==> src/rtl/ram_arbiter.sv <==
// ----------------------------------------------------------------------------
// ram_arbiter
//
// Shares one single-port RAM between the CPU memory path and a loader/debug
// port. Each access is a req/ack handshake: the winner's command is latched,
// the RAM strobe is held for MEM_LAT cycles, and a one-cycle ack is returned
// together with the registered read data.
//
// Ports
//   clock, clear_n            clock (rising edge), async active-low reset
//   cpu_req/we/addr/wdata     CPU request (held until cpu_ack)
//   cpu_ack                   one-cycle completion pulse to the CPU
//   ld_req/we/addr/wdata      loader request (held until ld_ack)
//   ld_ack                    one-cycle completion pulse to the loader
//   rdata                     read data, valid in the ack cycle, held after
//   mem_read/mem_write        RAM strobes
//   mem_addr/mem_wdata        RAM address / write data
//   mem_rdata                 RAM read data
//   busy                      transaction in progress (state != IDLE)
//   grant                     owner of current/last transaction (1 = loader)
//
// Build option
//   ARB_CPU_PRIORITY_EN  defined: CPU always wins a tie (fixed priority).
//                        undefined: round-robin on ties (default).
// ----------------------------------------------------------------------------
`timescale 1ns/1ps

module ram_arbiter #(
   parameter int unsigned ADDR_W  = 9,
   parameter int unsigned DATA_W  = 32,
   parameter int unsigned MEM_LAT = 1    // legal range 1..15
) (
   input  logic              clock,
   input  logic              clear_n,
   input  logic              cpu_req,
   input  logic              cpu_we,
   input  logic [ADDR_W-1:0] cpu_addr,
   input  logic [DATA_W-1:0] cpu_wdata,
   output logic              cpu_ack,
   input  logic              ld_req,
   input  logic              ld_we,
   input  logic [ADDR_W-1:0] ld_addr,
   input  logic [DATA_W-1:0] ld_wdata,
   output logic              ld_ack,
   output logic [DATA_W-1:0] rdata,
   output logic              mem_read,
   output logic              mem_write,
   output logic [ADDR_W-1:0] mem_addr,
   output logic [DATA_W-1:0] mem_wdata,
   input  logic [DATA_W-1:0] mem_rdata,
   output logic              busy,
   output logic              grant
);

   localparam logic [1:0] ST_IDLE   = 2'd0;
   localparam logic [1:0] ST_ACCESS = 2'd1;
   localparam logic [1:0] ST_RESP   = 2'd2;

   localparam logic [3:0] LAT_LAST = 4'(MEM_LAT - 1);

   logic [1:0]        state_q,      state_d;
   logic [3:0]        cnt_q,        cnt_d;
   logic              grant_q,      grant_d;
   logic              last_grant_q, last_grant_d;
   logic              mem_read_q,   mem_read_d;
   logic              mem_write_q,  mem_write_d;
   logic [ADDR_W-1:0] mem_addr_q,   mem_addr_d;
   logic [DATA_W-1:0] mem_wdata_q,  mem_wdata_d;
   logic              cpu_ack_q,    cpu_ack_d;
   logic              ld_ack_q,     ld_ack_d;
   logic [DATA_W-1:0] rdata_q,      rdata_d;
   logic              busy_q,       busy_d;

   // Winner selection for the IDLE cycle. Only meaningful when some req is up.
   logic pick_ld;
   logic win_we;

`ifdef ARB_CPU_PRIORITY_EN
   // CPU always wins; last_grant is still tracked but plays no part here.
   assign pick_ld = ld_req & ~cpu_req;
`else
   // On a tie the loader wins only if the CPU had the previous transaction.
   assign pick_ld = ld_req & (~cpu_req | ~last_grant_q);
`endif

   assign win_we = pick_ld ? ld_we : cpu_we;

   // NOTE: every next-state signal is given a default before the case so no
   // path leaves it unassigned; otherwise a latch would be inferred.
   always_comb begin
      state_d      = state_q;
      cnt_d        = cnt_q;
      grant_d      = grant_q;
      last_grant_d = last_grant_q;
      mem_read_d   = mem_read_q;
      mem_write_d  = mem_write_q;
      mem_addr_d   = mem_addr_q;
      mem_wdata_d  = mem_wdata_q;
      cpu_ack_d    = 1'b0;
      ld_ack_d     = 1'b0;
      rdata_d      = rdata_q;
      busy_d       = busy_q;

      case (state_q)
         ST_IDLE: begin
            if (cpu_req || ld_req) begin
               // The address/data registers double as the command latch, so
               // requester inputs are ignored until the next IDLE cycle.
               grant_d      = pick_ld;
               last_grant_d = pick_ld;
               mem_addr_d   = pick_ld ? ld_addr  : cpu_addr;
               mem_wdata_d  = pick_ld ? ld_wdata : cpu_wdata;
               mem_read_d   = ~win_we;
               mem_write_d  = win_we;
               busy_d       = 1'b1;
               cnt_d        = 4'd0;
               state_d      = ST_ACCESS;
            end
         end

         ST_ACCESS: begin
            if (cnt_q == LAT_LAST) begin
               if (mem_read_q) begin
                  rdata_d = mem_rdata;
               end
               mem_read_d  = 1'b0;
               mem_write_d = 1'b0;
               cpu_ack_d   = ~grant_q;
               ld_ack_d    = grant_q;
               state_d     = ST_RESP;
            end else begin
               cnt_d = cnt_q + 4'd1;
            end
         end

         ST_RESP: begin
            busy_d  = 1'b0;
            cnt_d   = 4'd0;
            state_d = ST_IDLE;
         end

         default: begin
            mem_read_d  = 1'b0;
            mem_write_d = 1'b0;
            busy_d      = 1'b0;
            cnt_d       = 4'd0;
            state_d     = ST_IDLE;
         end
      endcase
   end

   // NOTE: sequential state uses non-blocking assignments so every register
   // samples the pre-edge value of its neighbours, independent of order.
   always_ff @(posedge clock or negedge clear_n) begin
      if (!clear_n) begin
         state_q      <= ST_IDLE;
         cnt_q        <= 4'd0;
         grant_q      <= 1'b0;
         last_grant_q <= 1'b1;    // CPU wins the first tie after reset
         mem_read_q   <= 1'b0;
         mem_write_q  <= 1'b0;
         mem_addr_q   <= '0;
         mem_wdata_q  <= '0;
         cpu_ack_q    <= 1'b0;
         ld_ack_q     <= 1'b0;
         rdata_q      <= '0;
         busy_q       <= 1'b0;
      end else begin
         state_q      <= state_d;
         cnt_q        <= cnt_d;
         grant_q      <= grant_d;
         last_grant_q <= last_grant_d;
         mem_read_q   <= mem_read_d;
         mem_write_q  <= mem_write_d;
         mem_addr_q   <= mem_addr_d;
         mem_wdata_q  <= mem_wdata_d;
         cpu_ack_q    <= cpu_ack_d;
         ld_ack_q     <= ld_ack_d;
         rdata_q      <= rdata_d;
         busy_q       <= busy_d;
      end
   end

   assign cpu_ack   = cpu_ack_q;
   assign ld_ack    = ld_ack_q;
   assign rdata     = rdata_q;
   assign mem_read  = mem_read_q;
   assign mem_write = mem_write_q;
   assign mem_addr  = mem_addr_q;
   assign mem_wdata = mem_wdata_q;
   assign busy      = busy_q;
   assign grant     = grant_q;

endmodule

==> config.mk <==
export PLATFORM = sky130hd
export DESIGN_NAME = ram_arbiter
export DESIGN_NICKNAME = d
export VERILOG_FILES = /design/src/rtl/ram_arbiter.sv
export SDC_FILE = /design/constraint.sdc
export NUM_CORES = 1
export LEC_CHECK = 0
export CELL_PAD_IN_SITES_DETAIL_PLACEMENT = 1
export CELL_PAD_IN_SITES_GLOBAL_PLACEMENT = 2
export CORE_MARGIN = 2
export CORE_UTILIZATION = 25
export CTS_BUF_LIST = sky130_fd_sc_hd__clkbuf_2
export DETAILED_ROUTE_END_ITERATION = 7
export PLACE_DENSITY = 0.92
export SYNTH_ARGS = -nofsm -noshare
export SYNTH_HDL_FRONTEND = slang
export SYNTH_SLANG_ARGS = --single-unit
export TNS_END_PERCENT = 5
==> constraint.sdc <==
create_clock -name clock -period 2.5 [get_ports clock]
set_clock_uncertainty 0.15 [all_clocks]
set_input_delay 0.25 -clock clock [delete_from_list [all_inputs] [get_ports clock]]
set_output_delay 0.25 -clock clock [all_outputs]
set_load 0.01 [all_outputs]
== Yosys cells after proc, flatten, opt, wreduce, memory -nomap -nowiden ==
Index checks and enable logic that the tools add are counted.
Widths: inputs -> output; s select.

* ROM bits: 0
* Register bits after elaboration: 86
* Memories: 0
* Bits in latches: 0
* Input port bits: 120
* Word-level logic and storage cells: 55
* Memory bits (writable): 0
* Output and inout bits: 79

* Shift operators: 0
* $mul: 0
* Equal/unequal tests: 5
* Order comparisons: 0
* Add/subtract/negate cells: 1
* Bitwise gates (word level): 8
* Reduce and logical (&&, ||, !) cells: 9
* Divide/modulo/power cells: 0
* Muxes and demuxes: 20

{| class="wikitable"
|+ Operator list
! cell !! count
|-
| $mux 32 || 1
|-
| $mux 1 || 9
|-
| $mux 9 || 1
|-
| $mux 4 || 2
|-
| $pmux 4 s2 || 1
|-
| $reduce_and 2->1 || 4
|-
| $ne 2x2->1 const B || 3
|-
| $not 1->1 || 6
|-
| $pmux 1 s3 || 2
|-
| $reduce_and 3->1 || 2
|-
| $add 4x1->4 const B || 1
|-
| $logic_not 4->1 || 1
|-
| $mux 2 || 2
|-
| $pmux 2 s2 || 1
|-
| $eq 2x1->1 const B || 1
|-
| $eq 2x2->1 const B || 1
|-
| $logic_not 2->1 || 1
|-
| $pmux 1 s2 || 1
|-
| $and 1x1->1 || 1
|-
| $logic_or 1x1->1 || 1
|-
| $or 1x1->1 || 1
|}

== Depth between registers and ports, before layout ==
Gate-level depths: netlist (run 1).

* Depth in word-level cells: 7
* Gate-level depth with buffers: 7
* Mapped depth without buffers: 5

== Least setup slack after synthesis (run 1) ==
No wires, ideal clock.

* Path kind: reg2reg
* Start: register cnt_q[0]
* End: register rdata_q[10] (netlist: rdata[10])
* Clock period less this slack: 1.843 ns
* Cell stages (with the launch flop): 8
* Arrival time: 1.567 ns
* Buffers on the path: 2
* Slack: 0.657 ns
* Required time: 2.225 ns
* Setup time: 0.125 ns
* Cell sequence: dfrtp_1 inv_1 ha_1 nor3b_4 and3_4 buf_12 buf_12 mux2_4

* Cells in the longest elaborated chain, start to end: 2

{| class="wikitable"
|+ RTL lines
! item !! RTL line !! source
|-
| start, declared || 62 || <nowiki>logic [3:0] cnt_q, cnt_d;</nowiki>
|-
| start signal, assigned || 170 || <nowiki>cnt_q <= cnt_d;</nowiki>
|-
| $logic_not 4->1 || 122 || <nowiki>if (cnt_q == LAT_LAST) begin</nowiki>
|-
| $reduce_and 3->1 (no line) || n/a ||
|-
| end signal, assigned || 179 || <nowiki>rdata_q <= rdata_d;</nowiki>
|-
| end, declared || 71 || <nowiki>logic [DATA_W-1:0] rdata_q, rdata_d;</nowiki>
|}

No other way between the ends.
A chain may end at the register's enable or synchronous reset.

== Final worst setup path (run 1) ==
* Start: register cnt_q[0]
* End: register rdata_q[5] (netlist: rdata[5])

Same word-level chain as after synthesis.

==> parameters.txt, run 1 <==
Parameter                              Value

Power and ir drop
  Largest vdd supply drop ... 361 uV
  Proportion of power drawn by flip-flops and latches ... 37.8%
  Internal power ... 4.18 mW
  Clock network fraction of total power ... 9.4%
  Power density relative to cell area ... 1040 nW/um^2
  Fraction of power consumed by combinational cells ... 52.8%
  Switching Power ... 2.29 mW
  Leakage component of the power ... 2.67 nW
  Switching power as a share of total power ... 35.4%

GRT
  Final global-route overflow total ... 0
  Global-route wire length before repair ... 18.9 mm
  Antenna violations before repair ... 0
  Number of global-route vias before repair ... 3510
  Pin count of the biggest net entering global routing ... 48
  All-layer global routing usage ... 14.8%

Yosys
  Number of enable flip-flop cells after synthesis ... 0
  Count of synthesis-stage warnings from yosys ... 0
  Mean Syn Cell Area ... 12.8 sq um
  Dominant synthesized flop cell ... sky130_fd_sc_hd__dfrtp_1
  Total standard cell area after synthesis ... 3900 sq um
  Synthesized flop and latch total ... 86
  Net count after synthesis ... 427
  Mapped Cells ... 305
  Count of unique library cells instantiated by Yosys ... 35
  Share of synthesized flip-flops with an asynchronous set or reset ... 100%
  Part of the Yosys area used for sequential elements ... 55.1%

Die
  Die span in x ... 129 um
  Overall die height ... 129 um
  Full die area ... 16600 sq um
  Core Box Area ... 15300 sq um
  Initial Util ... 25.6%
  Standard-cell rows ... 45
  Ports placed on the boundary ... 199

Timing
  Max-slew headroom ... 57.6%
  Total Negative Setup Slacks ... 0 ns
  Part of the cycle the worst path needs ... 85.4%
  Post-layout minimum cycle time ... 2.14 ns
  Final hold viol count ... 0
  RSZ-0062 raised after global routing ... no
  Transition at the pin with the smallest max-transition slack ... 0.636 ns
  Setup violation total in the final timing report ... 0
  Max frequency ... 468 MHz
  Worst Hold Slack ... 0.0939 ns
  Max-slew violation count ... 0
  Final worst setup slack ... 0.365 ns

Final layout
  Final-layout fill cell count ... 1675
  Synthesis-to-finish area growth ... 59.1%
  Number of diodes ... 0
  Proportion of layout cells with a drive suffix above 1 ... 12.6%
  Sequential cell area in the final layout ... 2150 sq um
  Final nets ... 625
  Area taken by multi-input logic gates ... 1580 sq um

Critical path
  Critical path data arrival time ... 2.42 ns
  CP cell instances ... inv_1 -> ha_1 -> nor3b_4 -> and3_4 -> buf_4 -> mux2_4
  Register-to-register path setup slack ... 0.36 ns
  Crit path required time ... 2.79 ns
  Critical path start-end classification ... register to register
  Buffers and inverters on the worst path ... 2
  Highest fanout seen on the critical path ... 13
  Critical Path End Type ... register
  Category of the worst setup path launch point ... register
  CP peak stage delay ... 0.45 ns
  Family with the most delay on the worst path ... simple AND/OR/NAND/NOR gates
  Worst path slowest cell ... sky130_fd_sc_hd__dfrtp_1

Clock network
  Register clock-pin slew on the reported worst setup and hold paths ... 0.23 ns
  CTS Buf Count ... 9
  Clock tree from TritonCTS ... done
  Clock root buffer ... sky130_fd_sc_hd__clkbuf_2
  CTS Sinks ... 86
  Maximum root-to-sink buffer count ... 2
  CTS-repair resized insts ... 0
  Number of levels in the clock H-tree ... 3
  Clock latency reported for the late side of the worst-skew pair ... 0.53 ns

Status
  Outcome ... complete, no violations

Drt
  Routed length on met1 ... 5.16 mm
  Routed met2 length ... 5.87 mm
  DRC errors left ... 0
  Remaining number of nets flagged by the antenna check after routing ... 0
  Post-DR vias/cell ... 4.50
  DR iter-0 viols ... 107
  Detailed Route WL ... 12.2 mm
  Count of vias placed by the detailed router ... 3239
  Highest metal used ... met4
  Met3 routed WL ... 1.03 mm
  Total iterations of the first detailed-routing run ... 4
  WL/cell ... 17.0 um

Placement
  Detail Placement HPWL ... 9.24 mm
  Number of I/O port buffers ... 198
  Minimum setup slack after placement ... 0.364 ns
  Routability Congestion ... 0.752

Job
  # Max-Cap Violations ... 0

Min path
  HP Class ... primary input to async pin
==> power groups by stage <==
stage          clock, mW  combinational, mW  sequential, mW
2_1_floorplan          0               1.33            2.70
3_3_place_gp           0               3.38            2.43
3_5_place_dp           0               3.47            2.48
4_1_cts            0.649               3.49            2.46
5_1_grt            0.710               3.69            2.53
6_report           0.608               3.42            2.45
==> through the flow <==
stage / power, mW / instance area, sq um / utilization [%] / cells
after CTS: 6.59 / 6210 / 40.7 / 719
after global routing: 6.93 / 6210 / 40.7 / 719
after floorplan: 4.02 / 3910 / - / 305
after global placement: 5.81 / 6120 / 40.1 / 702
final: 6.47 / 6210 / 40.7 / 719
after detailed placement: 5.96 / 6120 / 40.1 / 702
==> flip-flops by register name, indices dropped and copies added, names as in the netlist, 2 cells and up <==
register   cells
mem_addr       9
cnt_q          4
mem_wdata     32
state_q        2
rdata         32
==> final cells by class <==
cell class,count,area share [%]
Sequential cell,86,34.7
Multi-Input combinational cell,193,25.5
Timing Repair Buffer,209,34.0
Inverter,4,0.242
Tap cell,211,4.25
Clock inverter,5,0.443
Clock buffer,11,0.886
==> repair_timing <==
item | 4_1_cts | 5_1_grt
endpoints found under the hold margin | 86 | 0
hold buffers | 1 | 0
setup buffers | 0 | 0
endpoints found under the setup margin | 0 | 0
==> Yosys cell counts (2+ instances only) <==
library cell	count	area, sq um
sky130_fd_sc_hd__dfrtp_1	85	2130
sky130_fd_sc_hd__o21ai_1	45	225
sky130_fd_sc_hd__o21ai_0	44	220
sky130_fd_sc_hd__mux2i_1	41	410
sky130_fd_sc_hd__mux2_4	30	450
sky130_fd_sc_hd__clkbuf_1	11	41.3
sky130_fd_sc_hd__nor2_1	5	18.8
sky130_fd_sc_hd__buf_12	4	80.1
sky130_fd_sc_hd__buf_4	4	30.0
sky130_fd_sc_hd__inv_1	4	15.0
sky130_fd_sc_hd__buf_2	3	15.0
sky130_fd_sc_hd__ha_1	2	25.0
sky130_fd_sc_hd__mux2_1	2	22.5
sky130_fd_sc_hd__mux2_2	2	22.5
sky130_fd_sc_hd__o22ai_1	2	12.5
sky130_fd_sc_hd__o2bb2ai_1	2	17.5
==> metal layers <==
metal | global-route usage [%] | up-vias
met5 | 0 | -
met4 | 4.80 | 0
met3 | 4.70 | 11
met2 | 24.8 | 143
met1 | 18.1 | 1598
li1 | - | 1487
==> logic make-up (layout without fill, tap and decap cells) <==
| family | count (synthesis) | in the layout | synth area share (%) |
|---|---|---|---|
| simple gates | 16 | 16 | 2.76 |
| mux | 75 | 75 | 23.2 |
| compound gates | 99 | 99 | 13.4 |
| xor+xnor | 1 | 1 | 0.224 |
| flops | 86 | 86 | 55.1 |
| fa+ha+maj | 2 | 2 | 0.641 |
| buf+inv | 26 | 229 | 4.65 |
==> path summary, 6_finish.rpt <==
| path | depth (start not counted) | startpoint | endpoint |
|---|---|---|---|
| min | 2 | clear_n | rdata[24] |
| max reg2reg | 6 | cnt_q[0] | rdata[5] |
| min reg2reg | 1 | rdata[31] | rdata[31] |
| max in group asynchronous | 3 | clear_n | mem_wdata[14] |
| max | 6 | cnt_q[0] | rdata[5] |
| min in group clock | 3 | ld_wdata[7] | mem_wdata[7] |
==> cell usage in the layout, fill, tap and decap left out, drive strengths merged, types with 2 or more instances in the layout <==
cell,instances
dfrtp,85
nor2,5
inv,4
clkinvlp,2
and3,2
clkinv,3
ha,2
buf,11
o22ai,2
o2bb2ai,2
clkbuf,11
o21ai,89
mux2i,41
mux2,34
clkdlybuf4s50,197
No activity file was read; power rests on OpenSTA's default activity.
==> run 2, diff against run 1 <==
- CORE_MARGIN: 2 -> default
- REMOVE_ABC_BUFFERS: default -> 1
==> run 2 against run 1 <==
Net effect:
- worst hold slack gained 0.026 ns
- wire length grew 4.2%
- cell area is essentially flat
- sequential power is essentially flat
- via count shrank 0.34%
- worst setup slack lost 0.040 ns
- largest cell class unchanged
- critical path type unchanged
- global-route usage grew 1.3 points
==> parameters.txt, run 2 (synthesis results as in run 1) <==
Parameter                              Value

Status
  Outcome ... complete, no violations (unchanged)

Drt
  WL/cell ... 18.3 um (was 17.0 um)
  Post-DR vias/cell ... 4.64 (was 4.50)
  Remaining number of nets flagged by the antenna check after routing ... 0 (unchanged)
  DRC errors left ... 0 (unchanged)
  Count of vias placed by the detailed router ... 3228 (was 3239)
  DR iter-0 viols ... 107 (unchanged)
  Detailed Route WL ... 12.7 mm (was 12.2 mm)
  Total iterations of the first detailed-routing run ... 4 (unchanged)

Timing
  Max-slew headroom ... 70.4% (was 57.6%)
  Transition at the pin with the smallest max-transition slack ... 0.444 ns (was 0.636 ns)
  RSZ-0062 raised after global routing ... no (unchanged)
  Part of the cycle the worst path needs ... 87.0% (was 85.4%)
  Post-layout minimum cycle time ... 2.17 ns (was 2.14 ns)
  Total Negative Setup Slacks ... 0 ns (unchanged)
  Final worst setup slack ... 0.325 ns (was 0.365 ns)
  Max-slew violation count ... 0 (unchanged)
  Final hold viol count ... 0 (unchanged)
  Worst Hold Slack ... 0.120 ns (was 0.0939 ns)
  Max frequency ... 460 MHz (was 468 MHz)
  Setup violation total in the final timing report ... 0 (unchanged)

Placement
  Number of I/O port buffers ... 198 (unchanged)
  Routability Congestion ... 0.735 (was 0.752)
  Detail Placement HPWL ... 9.12 mm (was 9.24 mm)
  Minimum setup slack after placement ... 0.307 ns (was 0.364 ns)

Critical path
  Critical path data arrival time ... 2.47 ns (was 2.42 ns)
  Crit path required time ... 2.79 ns (about the same)
  Highest fanout seen on the critical path ... 17 (was 13)
  Category of the worst setup path launch point ... register (unchanged)
  Critical path start-end classification ... register to register (unchanged)
  Critical Path End Type ... register (unchanged)

Clock network
  Clock tree from TritonCTS ... done (unchanged)
  Number of levels in the clock H-tree ... 3 (unchanged)
  CTS Sinks ... 86 (unchanged)
  CTS Buf Count ... 9 (unchanged)
  Clock root buffer ... sky130_fd_sc_hd__clkbuf_2 (unchanged)
  Post-CTS setup repair buffer count ... 0 (unchanged)
  Clock latency reported for the late side of the worst-skew pair ... 0.54 ns (was 0.53 ns)
  Maximum root-to-sink buffer count ... 2 (unchanged)
  Register clock-pin slew on the reported worst setup and hold paths ... 0.24 ns (was 0.23 ns)

Final layout
  Most common cell after layout, fill and taps aside ... sky130_fd_sc_hd__clkdlybuf4s50_1 (unchanged)
  Synthesis-to-finish area growth ... 59.1% (about the same)
  Final nets ... 624 (was 625)
  Proportion of layout cells with a drive suffix above 1 ... 12.2% (was 12.6%)
  Most used cells in the layout excluding fill and tap cells ... sky130_fd_sc_hd__clkdlybuf4s50_1, sky130_fd_sc_hd__dfrtp_1, sky130_fd_sc_hd__o21ai_1, sky130_fd_sc_hd__o21ai_0, sky130_fd_sc_hd__mux2i_1 (unchanged)
  Number of diodes ... 0 (unchanged)

Power and ir drop
  Leakage component of the power ... 2.68 nW (was 2.67 nW)
  Proportion of power drawn by flip-flops and latches ... 36.8% (was 37.8%)
  Fraction of power consumed by combinational cells ... 52.3% (was 52.8%)
  Switching power as a share of total power ... 35.0% (was 35.4%)
  Largest vdd supply drop ... 373 uV (was 361 uV)
  Switching Power ... 2.31 mW (was 2.29 mW)
  Power density relative to cell area ... 1060 nW/um^2 (was 1040 nW/um^2)
  Internal power ... 4.28 mW (was 4.18 mW)
  Clock network fraction of total power ... 10.9% (was 9.4%)

Job
  # Max-Cap Violations ... 0 (unchanged)

GRT
  Final global-route overflow total ... 0 (unchanged)
  All-layer global routing usage ... 16.1% (was 14.8%)
  Pin count of the biggest net entering global routing ... 51 (was 48)
  Global-route wire length before repair ... 19.6 mm (was 18.9 mm)
  Antenna violations before repair ... 0 (unchanged)
  Number of global-route vias before repair ... 3580 (was 3510)

Die
  Full die area ... 16100 sq um (was 16600 sq um)
  Initial Util ... 25.7% (was 25.6%)
  Overall die height ... 127 um (was 129 um)
  Die span in x ... 127 um (was 129 um)
  Standard-cell rows ... 45 (unchanged)
  Core Box Area ... 15200 sq um (was 15300 sq um)
  Ports placed on the boundary ... 199 (unchanged)

Min path
  HP Class ... primary input to register (was primary input to async pin)
==> run 2: cell types whose count changed in the layout (fill, tap and decap cells not counted), sizes merged <==
| cell | previous run | this run |
|---|---|---|
| clkinvlp | 2 | 1 |
| buf | 11 | 9 |
| bufinv | 0 | 1 |
| dlygate4sd3 | 1 | 2 |
==> run 2: power by group through the flow <==
stage	Combinational, mW	Sequential, mW	Clock (mW)
after floorplan	1.21	2.70	0
after global placement	3.39	2.41	0
after detailed placement	3.48	2.46	0
after CTS	3.51	2.44	0.763
after global routing	3.71	2.51	0.817
final	3.44	2.43	0.715
==> run 2: timing repair <==
item	CTS	global route
gates resized for setup	0	0
hold endpoints to repair	86	0
hold buffers	3	0
==> run 2: worst max-delay path, stage by stage (launching register included) <==
cell and delay [ns]:
sky130_fd_sc_hd__dfrtp_1 0.45, sky130_fd_sc_hd__inv_1 0.09, sky130_fd_sc_hd__ha_1 0.18, sky130_fd_sc_hd__nor3b_4 0.27
sky130_fd_sc_hd__and3_4 0.40, sky130_fd_sc_hd__buf_12 0.22, sky130_fd_sc_hd__mux2_4 0.32
==> run 2: area by class of cell <==
class | instances | area [sq um]
Fill cell | 1669 | 8990
Inverter | 4 | 15.0
Clock inverter | 5 | 50.0
Tap cell | 188 | 235
Clock buffer | 11 | 55.1
Multi-Input combinational cell | 193 | 1580
Sequential cell | 86 | 2150
Timing Repair Buffer | 208 | 2120
==> run 2: path summary, 6_finish.rpt <==
check	startpoint	endpoint	slack, ns	cells after the start
max in group asynchronous	clear_n	rdata[16]	1.25	4
hold / removal	mem_rdata[0]	rdata[0]	0.12	2
min in group asynchronous	clear_n	last_grant_q	0.64	3
hold reg to reg	rdata[0]	rdata[0]	0.37	1
setup / recovery	cnt_q[0]	rdata[22]	0.33	6
setup reg to reg	cnt_q[0]	rdata[22]	0.33	6
==> run 2: metrics by stage <==
step	cells	total power [mW]	utilization [%]	area (sq um)
detailed placement	676	5.94	39.9	6070
global placement	676	5.80	39.9	6070
CTS	695	6.71	40.9	6210
finish	695	6.59	40.9	6210
floorplan	283	3.91	-	3740
global route	695	7.03	40.9	6210
==> run 2: layer usage <==
metal,vias up,share of wire (%),global-route usage (%)
li1,1489,-,-
met1,1563,40,18.3
met2,164,48,27.1
met3,12,11,6.16
met4,0,1.5,6.44
met5,-,0,0
==> run 3, diff against run 2 <==
- GPL_ROUTABILITY_DRIVEN: default -> 0
==> results of run 3 <==
Final layout, timing and power as in run 2 (identical DEF).
==> edit 1, RTL diff (flow settings as in run 3) <==
Set the parameter `ADDR_W` to 11 (it was 9).
--- a/src/rtl/ram_arbiter.sv
+++ b/src/rtl/ram_arbiter.sv
@@ -26,7 +26,7 @@
 `timescale 1ns/1ps
 
 module ram_arbiter #(
-   parameter int unsigned ADDR_W  = 9,
+   parameter int unsigned ADDR_W  = 11,
    parameter int unsigned DATA_W  = 32,
    parameter int unsigned MEM_LAT = 1    // legal range 1..15
 ) (
Interface: changed (resized cpu_addr, ld_addr and mem_addr); port bits go from 199 to 205. No check against the original RTL was run, so the function may have changed too.
==> edit 1 against run 3 <==
- count of clock-buffer cells in the layout fell by 2
- sequential power up 2%
- via count rose by 4.3%
- total power increased by 5.0%
- combinational power hardly changed
- routed wire length up 1.3%
- final area is 4.1% higher
- setup slack better by 74 ps
- die area grew 2.2%
- sequential cell count increased by 2
- area after synthesis up 2.2%
==> edit 1: results (changes against run 3) <==
- The flow ran to the end, and the final reports show no timing, DRC or antenna violations.
- The number of placed instances with taps included is 717 (+6.1%).
- The ratio of routed vias to standard cells is 4.573 (-1.5%).
- The number of buffers inserted by post-CTS setup repair came to 0 (unchanged).
- By area the synthesized netlist is led by sky130_fd_sc_hd__dfrtp_1, sky130_fd_sc_hd__mux2_4, sky130_fd_sc_hd__mux2i_1.
- The worst endpoint data arrival time is 2400 ps (-70 ps).
- The largest voltage drop on the vdd net is 0.0003349 V (-10%).
- The total length of routed wires is 12890 µm (+1.3%).
- The pin count of the biggest net entering global routing is 48 (-5.9%).
- After synthesis, the most frequently instantiated cells are sky130_fd_sc_hd__dfrtp_1, sky130_fd_sc_hd__o21ai_0, sky130_fd_sc_hd__mux2i_1.
- The sequential element share of the synthesized area is 55.20% (+0.061 points).
- The top fanout value on the critical path is 32 (+15).
- The share of post-route cells with drive strength above 1 is 13.90% (+1.7 points).
- The total track usage came to 16.30% (+0.24 points).
- The final net count came to 646 (+3.5%).
- The clock input transition at the sequential cells of the worst setup and hold paths is 280 ps (+40 ps).
- The filler cell count in the final layout is 1640 (-1.7%).
- The final worst hold slack came to 106.7 ps (-12.81 ps).
- The number of warning messages in the yosys log is 0 (unchanged).
- The type of the worst min-delay path is input pin to flop.
- The setup slack of the worst register-to-register path is 400 ps (+70 ps).
- The reported leakage power is 0.002782 µW (+3.8%).
- The synthesized instance count is 314 (+3.0%).
- The worst-skew pair later-pin latency is 570 ps (+30 ps).
- The number of buffer cells added on primary ports is 204 (+3.0%).
- The normalized max-slew margin is 43.41% (-27 points).
- The total via count in the routed design is 3366 (+4.3%).
- The DRC marker count from the first detailed-route iteration came to 54 (-50%).
- The number of antenna violations at the first check in global routing is 0 (unchanged).
- The max-capacitance violation count is 0 (unchanged).
- The diode insertion count for antenna repair came to 0 (unchanged).
- The wire length of the first global-routing pass is 20600 µm (+5.0%).
- The number of global-route vias before repair was 3893 (+8.7%).
- The half-perimeter wire length after detailed placement came to 9235 µm (+1.3%).
[edit 1: cell count changes after synthesis, sizes merged]
cell / delta
buf: +1
mux2i: +2
dfrtp: +2
o21ai: +4
[edit 1: kinds of logic (layout without fill, tap and decap cells)]
| family | after synthesis | in the layout | synth area share [%] |
|---|---|---|---|
| AOI/OAI and AO/OA | 103 | 103 | 13.60 |
| DFF | 88 | 88 | 55.20 |
| muxes | 77 | 77 | 23.20 |
| buffers and inverters | 27 | 238 | 4.514 |
| and+or+nand+nor | 16 | 16 | 2.634 |
| adders and majority gates | 2 | 2 | 0.6269 |
| xor gates and xnor gates | 1 | 1 | 0.2195 |
[edit 1: critical path, stage by stage (launching register included)]
cell and delay, ps:
sky130_fd_sc_hd__dfrtp_1 460, sky130_fd_sc_hd__inv_1 90, sky130_fd_sc_hd__ha_1 180, sky130_fd_sc_hd__nor3b_4 270
sky130_fd_sc_hd__and3_2 240, sky130_fd_sc_hd__buf_12 240, sky130_fd_sc_hd__mux2_4 330
[edit 1: what timing repair did]
item	CTS	global route
hold buffers	3	0
endpoints found under the setup margin	0	0
hold endpoints to repair	87	0
gates resized for setup	0	0
[edit 1: metrics by stage]
step	TNS (ps)	cell area, µm²	worst slack [ps]
after CTS	0	6469	390.8
final	0	6469	398.7
after detailed placement	0	6265	280.8
after global placement	0	6265	373.2
after global routing	0	6469	282.3
after floorplan	-23790	3826	-406.1
[edit 1: report_power, final]
| group | total, µW | leakage, µW | internal, µW | switching (µW) |
|---|---|---|---|---|
| logic | 3450 | 0.00162 | 2000 | 1450 |
| registers | 2490 | 0.00108 | 2090 | 395 |
| clock network | 973 | 0.0000885 | 431 | 541 |
[edit 1: metal layers]
metal | GRT usage [%] | vias up | part of all wire [%]
met5 | 0 | - | 0
met4 | 6.574 | 0 | 1.7
met3 | 5.572 | 15 | 9.3
met2 | 28.04 | 158 | 48
met1 | 18.52 | 1653 | 41
li1 | - | 1540 | -
[edit 1: worst paths after layout]
check / start / endpoint / cells past startpoint
max: cnt_q[0]$_DFFE_PN0P_ / rdata[26]$_DFFE_PN0P_ / 6
min: ld_wdata[9] / mem_wdata[9]$_DFFE_PN0P_ / 3
max reg2reg: cnt_q[0]$_DFFE_PN0P_ / rdata[26]$_DFFE_PN0P_ / 6
min reg2reg: rdata[22]$_DFFE_PN0P_ / rdata[22]$_DFFE_PN0P_ / 1
max in group asynchronous: clear_n / last_grant_q$_DFFE_PN1P_ / 4
min in group asynchronous: clear_n / mem_addr[0]$_DFFE_PN0P_ / 3
[edit 1: layout make-up]
cell class	instances	area (µm²)	area share, %
Sequential cell	88	2203	34.06
Timing Repair Buffer	218	2200	34.00
Multi-Input combinational cell	199	1623	25.09
Tap cell	211	264.0	4.081
Clock inverter	7	118.9	1.838
Clock buffer	9	45.04	0.6963
Inverter	4	15.01	0.2321
